==> config.mk <==
export PLATFORM = sky130hd
export DESIGN_NAME = dual_slot_rr_arbiter
export DESIGN_NICKNAME = d
export VERILOG_FILES = /design/src/rtl/arb_pkg.sv /design/src/rtl/rr_dual_pick.sv /design/src/rtl/dual_slot_rr_arbiter.sv
export SDC_FILE = /design/constraint.sdc
export NUM_CORES = 1
export LEC_CHECK = 0
export CAP_MARGIN = 10
export CORE_MARGIN = 2
export CORE_UTILIZATION = 30
export CTS_CLUSTER_DIAMETER = 150
export CTS_CLUSTER_SIZE = 14
export DETAILED_ROUTE_END_ITERATION = 6
export SYNTH_ARGS = -nofsm -noshare
export SYNTH_HDL_FRONTEND = slang
export SYNTH_HIERARCHICAL = 1
export SYNTH_SLANG_ARGS = --single-unit
==> constraint.sdc <==
create_clock -name clk -period 17.8 [get_ports clk]
set_input_delay 3.56 -clock clk [delete_from_list [all_inputs] [get_ports clk]]
set_output_delay 3.56 -clock clk [all_outputs]
set_load 0.03 [all_outputs]
==> src/rtl/arb_pkg.sv <==
// Shared constants, slot state encoding and grant-ID helpers for dual_slot_rr_arbiter.
// Grant IDs are 1-based: 0 means no grant, k means request bit k-1.
package arb_pkg;

    localparam int N_REQ_DEF = 12;
    localparam int ID_W_DEF  = 4;
    localparam logic [ID_W_DEF-1:0] ID_NONE = 4'd0;

    typedef enum logic {
        SLOT_IDLE = 1'b0,
        SLOT_BUSY = 1'b1
    } slot_state_e;

    function automatic logic [ID_W_DEF-1:0] idx_to_id(input logic [ID_W_DEF-1:0] idx);
        return idx + ID_W_DEF'(1);
    endfunction

    function automatic logic [N_REQ_DEF-1:0] id_to_onehot(input logic [ID_W_DEF-1:0] id);
        logic [N_REQ_DEF-1:0] oh;
        oh = '0;
        for (int i = 0; i < N_REQ_DEF; i++) begin
            if (id == idx_to_id(ID_W_DEF'(i))) oh[i] = 1'b1;
        end
        return oh;
    endfunction

endpackage

==> src/rtl/rr_dual_pick.sv <==
// Combinational round-robin search: finds the first two set bits of the eligible
// vector starting at ptr and wrapping, and reports their absolute indices.
module rr_dual_pick #(
    parameter int N_REQ = 12,
    parameter int IW    = $clog2(N_REQ)
) (
    input  logic [N_REQ-1:0] eligible,
    input  logic [IW-1:0]    ptr,
    output logic [IW-1:0]    first_idx,
    output logic             first_vld,
    output logic [IW-1:0]    second_idx,
    output logic             second_vld
);

    logic [N_REQ-1:0] rot;
    logic [IW-1:0]    rot_first;
    logic [IW-1:0]    rot_second;

    function automatic logic [IW-1:0] wrap_add(input logic [IW-1:0] base, input int off);
        int s;
        s = int'(base) + off;
        if (s >= N_REQ) s = s - N_REQ;
        return IW'(s);
    endfunction

    // rot[0] is requester ptr, so a plain lowest-first scan gives round-robin order.
    always_comb begin
        rot = '0;
        for (int j = 0; j < N_REQ; j++) begin
            rot[j] = eligible[wrap_add(ptr, j)];
        end
    end

    always_comb begin
        first_vld  = 1'b0;
        second_vld = 1'b0;
        rot_first  = '0;
        rot_second = '0;
        for (int j = 0; j < N_REQ; j++) begin
            if (rot[j]) begin
                if (!first_vld) begin
                    first_vld = 1'b1;
                    rot_first = IW'(j);
                end else if (!second_vld) begin
                    second_vld = 1'b1;
                    rot_second = IW'(j);
                end
            end
        end
    end

    assign first_idx  = wrap_add(ptr, int'(rot_first));
    assign second_idx = wrap_add(ptr, int'(rot_second));

endmodule

==> src/rtl/dual_slot_rr_arbiter.sv <==
// Two-slot round-robin arbiter: each idle slot takes the next eligible requester.
// Define ARB_TIMEOUT_EN to build per-slot hold counters that force release after MAX_HOLD.
module dual_slot_rr_arbiter
    import arb_pkg::*;
#(
    parameter int N_REQ    = N_REQ_DEF,
    parameter int ID_W     = ID_W_DEF,
    parameter int MAX_HOLD = 16
) (
    input  logic             clk,
    input  logic             reset_n,
    input  logic [N_REQ-1:0] req,
    input  logic             done_a,
    input  logic             done_b,
    output logic [ID_W-1:0]  id_a,
    output logic [ID_W-1:0]  id_b,
    output logic [N_REQ-1:0] gnt,
    output logic             expired_a,
    output logic             expired_b
);

    localparam int IW = $clog2(N_REQ);

    if (N_REQ < 2 || N_REQ > 15 || ID_W != ID_W_DEF || MAX_HOLD < 1) begin : g_bad_cfg
        $error("dual_slot_rr_arbiter: unsupported parameter set");
    end

    slot_state_e      st_a_q, st_a_d, st_b_q, st_b_d;
    logic [ID_W-1:0]  id_a_q, id_a_d, id_b_q, id_b_d;
    logic [N_REQ-1:0] gnt_q, gnt_d;
    logic [IW-1:0]    ptr_q, ptr_d;
    logic             exp_a_q, exp_a_d, exp_b_q, exp_b_d;

    logic [N_REQ-1:0] held_a, held_b, eligible;
    logic [IW-1:0]    first_idx, second_idx, win_b_idx;
    logic             first_vld, second_vld;
    logic             idle_a, idle_b, win_a, win_b;
    logic             quit_a, quit_b, rel_a, rel_b, to_a, to_b;

    function automatic logic [N_REQ-1:0] decode(input logic [ID_W-1:0] id);
        logic [N_REQ-1:0] oh;
        for (int i = 0; i < N_REQ; i++) begin
            oh[i] = (id == ID_W'(idx_to_id(ID_W_DEF'(i))));
        end
        return oh;
    endfunction

    function automatic logic [IW-1:0] next_ptr(input logic [IW-1:0] idx);
        return (idx == IW'(N_REQ - 1)) ? '0 : idx + IW'(1);
    endfunction

    assign held_a   = decode(id_a_q);
    assign held_b   = decode(id_b_q);
    assign eligible = req & ~(held_a | held_b);

    rr_dual_pick #(
        .N_REQ (N_REQ),
        .IW    (IW)
    ) u_pick (
        .eligible   (eligible),
        .ptr        (ptr_q),
        .first_idx  (first_idx),
        .first_vld  (first_vld),
        .second_idx (second_idx),
        .second_vld (second_vld)
    );

    // Only slots idle at the sampling edge compete, so a release never regrants on the same edge.
    assign idle_a    = (st_a_q == SLOT_IDLE);
    assign idle_b    = (st_b_q == SLOT_IDLE);
    assign win_a     = idle_a && first_vld;
    assign win_b     = idle_b && (idle_a ? second_vld : first_vld);
    assign win_b_idx = idle_a ? second_idx : first_idx;

    assign quit_a = !idle_a && (done_a || ~|(req & held_a));
    assign quit_b = !idle_b && (done_b || ~|(req & held_b));
    assign rel_a  = quit_a || to_a;
    assign rel_b  = quit_b || to_b;

`ifdef ARB_TIMEOUT_EN
    localparam int CNT_W = $clog2(MAX_HOLD) + 1;

    logic [CNT_W-1:0] cnt_a_q, cnt_a_d, cnt_b_q, cnt_b_d;

    // The edge on which the count would reach MAX_HOLD is the forced release edge.
    assign to_a = !idle_a && (cnt_a_q == CNT_W'(MAX_HOLD - 1));
    assign to_b = !idle_b && (cnt_b_q == CNT_W'(MAX_HOLD - 1));

    always_comb begin
        cnt_a_d = (idle_a || rel_a) ? '0 : cnt_a_q + CNT_W'(1);
        cnt_b_d = (idle_b || rel_b) ? '0 : cnt_b_q + CNT_W'(1);
    end

    always_ff @(posedge clk or negedge reset_n) begin
        if (!reset_n) begin
            cnt_a_q <= '0;
            cnt_b_q <= '0;
        end else begin
            cnt_a_q <= cnt_a_d;
            cnt_b_q <= cnt_b_d;
        end
    end
`else
    assign to_a = 1'b0;
    assign to_b = 1'b0;
`endif

    always_comb begin
        st_a_d  = st_a_q;
        st_b_d  = st_b_q;
        id_a_d  = id_a_q;
        id_b_d  = id_b_q;
        ptr_d   = ptr_q;
        exp_a_d = to_a && !quit_a;
        exp_b_d = to_b && !quit_b;

        if (rel_a) begin
            st_a_d = SLOT_IDLE;
            id_a_d = ID_W'(ID_NONE);
        end else if (win_a) begin
            st_a_d = SLOT_BUSY;
            id_a_d = ID_W'(idx_to_id(ID_W_DEF'(first_idx)));
        end

        if (rel_b) begin
            st_b_d = SLOT_IDLE;
            id_b_d = ID_W'(ID_NONE);
        end else if (win_b) begin
            st_b_d = SLOT_BUSY;
            id_b_d = ID_W'(idx_to_id(ID_W_DEF'(win_b_idx)));
        end

        // Slot B's winner, when present, is always the later one in search order.
        if (win_b) begin
            ptr_d = next_ptr(win_b_idx);
        end else if (win_a) begin
            ptr_d = next_ptr(first_idx);
        end

        gnt_d = decode(id_a_d) | decode(id_b_d);
    end

    always_ff @(posedge clk or negedge reset_n) begin
        if (!reset_n) begin
            st_a_q  <= SLOT_IDLE;
            st_b_q  <= SLOT_IDLE;
            id_a_q  <= ID_W'(ID_NONE);
            id_b_q  <= ID_W'(ID_NONE);
            gnt_q   <= '0;
            ptr_q   <= '0;
            exp_a_q <= 1'b0;
            exp_b_q <= 1'b0;
        end else begin
            st_a_q  <= st_a_d;
            st_b_q  <= st_b_d;
            id_a_q  <= id_a_d;
            id_b_q  <= id_b_d;
            gnt_q   <= gnt_d;
            ptr_q   <= ptr_d;
            exp_a_q <= exp_a_d;
            exp_b_q <= exp_b_d;
        end
    end

    assign id_a      = id_a_q;
    assign id_b      = id_b_q;
    assign gnt       = gnt_q;
    assign expired_a = exp_a_q;
    assign expired_b = exp_b_q;

endmodule
* Yosys cells after proc, flatten, opt, wreduce, memory -nomap -nowiden
Cells that the tools add are included.
Operators by class: order comparisons 26, reductions and logical operators 13, add/subtract/negate cells 29, mux-type cells 140, equal/unequal tests 50, bitwise gates (word level) 8
Operators with widths (number):
- $mux W4 | 75
- $eq A4 B4 Y1 const B | 22
- $ge A5 B4 Y1 const B | 13
- $eq A4 B3 Y1 const B | 16
- $lt A4 B5 Y1 const B | 12
- $mux W1 | 53
- $sub A4 B3 Y4 const B | 13
- $bmux W1 S4 | 12
- $and A12 B12 Y12 | 3
- $eq A4 B2 Y1 const B | 8
- $or A12 B12 Y12 | 2
- $reduce_or A12 Y1 | 2
- $add A4 B3 Y5 const B | 4
- $add A4 B4 Y5 const B | 4
- $eq A4 B1 Y1 const B | 4
- $not A12 Y12 | 1
- $add A4 B2 Y5 const B | 2
- $add A4 B4 Y5 | 2
- $add A4 B1 Y4 const B | 2
- $reduce_bool A2 Y1 | 3
- $add A4 B1 Y5 const B | 1
- $ge A4 B4 Y1 const B | 1
- $logic_and A1 B1 Y1 | 4
- $sub A4 B4 Y4 const B | 1
- other kinds (3) | 6
Word-level totals: output and inout bits 22, flip-flop bits (word level) 26, logic and storage cells 272, bits of input ports 16

* Depth between registers and ports, before layout
depth in word-level cells 48, gate-level depth with buffers 35, gate-level depth less buffers 33

* Cells and area by module
The synthesis kept the hierarchy.
By module, submodules not included:
- rr_dual_pick | cells each 323, seq. area each 0.0 µm², area an instance 2557.5 µm², instances 1
- dual_slot_rr_arbiter | cells each 231, seq. area each 650.6 µm², area an instance 2024.4 µm², instances 1

* Worst setup path after synthesis
Ideal clock, no wire load.
path type input-to-reg, from in req[2], to reg gnt_q[0] (netlist: gnt[0]), library setup time 0.082 ns, arrival 9.251 ns, path buffers 0, setup slack 8.467 ns, stages on the path 27, required time 17.718 ns, path through o31ai_1 > a31oi_1 > mux4_2 > mux2_2 > a22oi_1 > nand2b_1 > o21ai_0 > inv_1 > ha_1 > o21ai_4 > a211oi_4 > nand2_1 > nor3_1 > nor4b_1 > a2bb2oi_2 > ha_1 > fa_1 > xor2_1 > ha_1 > a221oi_1 > nor2b_1 > a2bb2oi_1 > mux2i_1 > xnor2_1 > mux2i_4 > or3b_4 > o22ai_1
On the way: elaborated cells between the ends (all ways) 144, those cells by class 6 x add/sub; 2 x order compare; 2 x eq/ne; 120 x mux; 4 x bitwise; 10 x reduce/logical
RTL lines:
- start: declaration | RTL line dual_slot_rr_arbiter.sv:12 | input logic [N_REQ-1:0] req,
- $and A12 B12 Y12 (*) | RTL line dual_slot_rr_arbiter.sv:54 | assign eligible = req & ~(held_a | held_b);
- via eligible[2] | RTL line dual_slot_rr_arbiter.sv:34 | logic [N_REQ-1:0] held_a, held_b, eligible;
- $bmux W1 S4 | RTL line rr_dual_pick.sv:30 | rot[j] = eligible[wrap_add(ptr, j)];
- $mux W1 (implied by the code) | RTL line rr_dual_pick.sv:30
- $mux W1 | RTL line rr_dual_pick.sv:40 | if (rot[j]) begin
- $mux W1 | RTL line rr_dual_pick.sv:41 | if (!first_vld) begin
- $mux W4 | RTL line rr_dual_pick.sv:40
- $mux W4 | RTL line rr_dual_pick.sv:41
- [22 not listed]
- via first_idx[3] | RTL line dual_slot_rr_arbiter.sv:35 | logic [IW-1:0] first_idx, second_idx, win_b_idx;
- $mux W4 | RTL line dual_slot_rr_arbiter.sv:73 | assign win_b_idx = idle_a ? second_idx : first_idx;
- $add A4 B1 Y4 | RTL line arb_pkg.sv:15 | return idx + ID_W_DEF'(1);
- $mux W4 | RTL line dual_slot_rr_arbiter.sv:128 | end else if (win_b) begin
- $mux W4 | RTL line dual_slot_rr_arbiter.sv:125 | if (rel_b) begin
- $eq A4 B1 Y1 | RTL line dual_slot_rr_arbiter.sv:43 | oh[i] = (id == ID_W'(idx_to_id(ID_W_DEF'(i))));
- $or A12 B12 Y12 (*) | RTL line dual_slot_rr_arbiter.sv:140 | gnt_d = decode(id_a_d) | decode(id_b_d);
- via gnt_d[0] | RTL line dual_slot_rr_arbiter.sv:30 | logic [N_REQ-1:0] gnt_q, gnt_d;
- end signal: assignment | RTL line dual_slot_rr_arbiter.sv:158 | gnt_q <= gnt_d;
- end: declaration | RTL line dual_slot_rr_arbiter.sv:30
Mark *: on every way through the listed nets, which the timed path passes. The rest lies on a longest branch. The select of a mux whose other input is x is not followed. A chain may end at the register's enable or synchronous reset.

* Worst setup path in the final report
from in req[11], to reg gnt_q[7] (netlist: gnt[7])
On the way: elaborated cells between the ends (all ways) 144, those cells by class 6 x add/sub; 2 x order compare; 2 x eq/ne; 120 x mux; 4 x bitwise; 10 x reduce/logical
RTL lines (RTL line):
- $and A12 B12 Y12 (*) | dual_slot_rr_arbiter.sv:54
- via eligible[11] | dual_slot_rr_arbiter.sv:34
- $bmux W1 S4 | rr_dual_pick.sv:30
- $mux W1 (implied by the code) | rr_dual_pick.sv:30
- $mux W1 | rr_dual_pick.sv:40
- $mux W1 | rr_dual_pick.sv:41
- $mux W4 | rr_dual_pick.sv:40
- $mux W4 | rr_dual_pick.sv:41
- [22 not listed]
- via first_idx[3] | dual_slot_rr_arbiter.sv:35
- $mux W4 | dual_slot_rr_arbiter.sv:73
- $add A4 B1 Y4 | arb_pkg.sv:15
- $mux W4 | dual_slot_rr_arbiter.sv:128
- $mux W4 | dual_slot_rr_arbiter.sv:125
- $eq A4 B4 Y1 | dual_slot_rr_arbiter.sv:43
- $or A12 B12 Y12 (*) | dual_slot_rr_arbiter.sv:140
- via gnt_d[7] | dual_slot_rr_arbiter.sv:30
Marked as above.

==> flow_metrics.tcl <==
set metrics [dict create \
    grt_overflow 0 \
    syn_inst 554 \
    yosysWarnings 6 \
    synth_compound_area_frac 0.303 \
    cts_sinks 26 \
    critPathLaunchType "primary input" \
    synthMuxAreaShare 0.120 \
    max_freq_mhz 94.1 \
    crit_type "in -> reg" \
    vias_per_cell 5.83 \
    grt_max_degree 27 \
    drt_iter0_markers 336 \
    holdBufCountCts 0 \
    ios 38 \
    max_stage_delay_ns 0.56 \
    syn_area_sq_um 4580 \
    antenna_found_initial 0 \
    top_usage_layer "met2" \
    clk_path_buf_depth 2 \
    drtPass1Iterations 5 \
    grt_pass1_wl_um 20600 \
    numCtsBuffers 3 \
    routabilityCongestion 0.911 \
    drc 0 \
    period_minus_slack_ns 10.62 \
    status "complete, no violations" \
    synth-edff-count 0 \
    num_antenna_cells 0 \
    synth_area_leaders "dfrtp_1, ha_1, mux4_2" \
    final_antenna_net_count 0 \
    gr-usage-met2 0.262 \
    grt_pass1_vias 4159 \
    cts.clk_slew.worst_paths_ns 0.06 \
    setup_viol 0 \
    clk-insertion-delay-late_ns 0.26 \
    synthAdderAreaFrac 0.120 \
    synth_area_leader_cell "dfrtp_1" \
    multi_input_area_sq_um 3610 \
    die_y_um 128 \
    rows 45 \
    final_cell_mix "nor2_1, a21oi_1, nand2_1" \
    worstHoldPathType "reg -> reg" \
    crit_top_cell "ha_1" \
    io_buffers 35 \
    synth_seq_cells 26 \
    nets 631 \
    area_growth_pct 11.3 \
    die_area_sq_um 16300 \
    hold_violations 0 \
    maxCapViolations 0 \
    drive_gt1_frac 0.110 \
    htreeDepth 1 \
    dr_total_vias 4427 \
    grt_setup_unrepaired "false" \
    n_fill_cell 1585 \
    critPathCaptureType "flop" \
    crit_arrival_ns 10.80 \
    gr-usage-met1 0.203 \
    cts.root.buffer_cell "clkbuf_16" \
    cts.repair.resized 0 \
    seq_area_frac_synth 0.142 \
    layout_commonest_cell "nor2_1" \
    grt_util_met3 0.0142 \
    slew_viol_final 0 \
    slew_headroom 0.393 \
    synth_cell_types 89 \
    post_cts_buffers 0 \
    critical_path.max_fanout 7 \
    synth_top_area_frac 0.142 \
    seq_area_sq_um 651 \
    fin_setup_tns_ns 0 \
    required_ns 17.97 \
    slowest_stage "mux4_2" \
    synth_flop_cell "dfrtp_1" \
    synthSimpleGateAreaFrac 0.202 \
    wire_per_inst_um 17.0 \
    coreArea_sq_um 15100 \
    async_flop_share 1.00 \
    grt_use_total 0.152 \
    yosys.area_share.xor_xnor 0.0415 \
    dpl.hpwl_um 9990 \
    cts_tree "done" \
    die_w_um 128 \
    routed_wl_um 12900 \
    synth_top_family_by_area "compound AO/OA/AOI/OAI gates" \
    skew_ns 0.00486 \
    period_share 0.597 \
    worst_slew_pin_slew_ns 0.908 \
    initial_core_util 0.304 \
    avgSynthCellArea_sq_um 8.27 \
]
[cells in the mapped netlist (7+ instances only)]
cell type / n
a21o_1: 8
a21oi_1: 44
a31oi_1: 8
buf_2: 7
dfrtp_1: 26
ha_1: 40
inv_1: 41
mux2_2: 10
mux2i_1: 12
mux4_2: 12
nand2_1: 43
nand2b_1: 16
nand3_1: 18
nand3b_1: 10
nor2_1: 45
o21ai_0: 20
o22ai_1: 14
o31ai_1: 7
o32ai_1: 7
or3_1: 7
xnor2_1: 11
xor2_1: 7
[registers in the layout (all words and copies together), names as in the netlist]
name and cells:
st_b_q 1, st_a_q 1, gnt 12, id_a 4
ptr_q 4, id_b 4
[layer usage]
layer / wire length, um / part of all wire
met1: 5860 / 0.45
met2: 6230 / 0.48
met3: 622 / 0.048
met4: 227 / 0.018
met5: 0 / 0
[final cells by class]
| type | instances | share of cell area |
|---|---|---|
| tap | 188 | 0.0461 |
| inverter | 42 | 0.0309 |
| clock buffer | 3 | 0.0147 |
| timing repair buffer | 37 | 0.0717 |
| sequential | 26 | 0.128 |
| multi-input combinational | 463 | 0.709 |
[through the flow]
stage	setup slack, ns	cell area [sq um]	hold WS [ns]	cells	util
final	7.18	5100	0.643	759	0.338
after global routing	6.67	5100	0.686	759	0.338
after CTS	7.28	5100	0.652	759	0.338
after detailed placement	7.11	5020	0.639	756	0.333
after global placement	7.43	5020	0.628	756	0.333
after floorplan	8.47	4590	0.592	555	-
[kinds of logic after synthesis]
group           Yosys count
compound gates          184
simple gates            178
buf+inv                  66
fa+ha+maj                43
mux                      36
flops                    26
xor+xnor                 20
other cells               1
[worst max-delay path: cells and delay by family]
family                     cells  cell delay [ns]
muxes                          4             1.25
xor gates and xnor gates       2             0.59
buffers and inverters          3             0.70
and+or+nand+nor                4             1.01
AOI/OAI and AO/OA             14             3.03
adders and majority gates      3             0.64
[worst paths after layout]
path	start	slack, ns	end	depth (start not counted)
setup reg to reg	ptr_q[1]	9.29	gnt[7]	32
min in group asynchronous	reset_n	3.66	gnt[5]	2
max in group asynchronous	reset_n	13.88	id_b[3]	2
setup / recovery	req[11]	7.18	gnt[7]	30
hold / removal	ptr_q[0]	0.64	ptr_q[0]	2
hold reg to reg	ptr_q[0]	0.64	ptr_q[0]	2
Power is not shown: default switching activity piles up to over one toggle a cycle in this logic, so the estimate is an artifact.
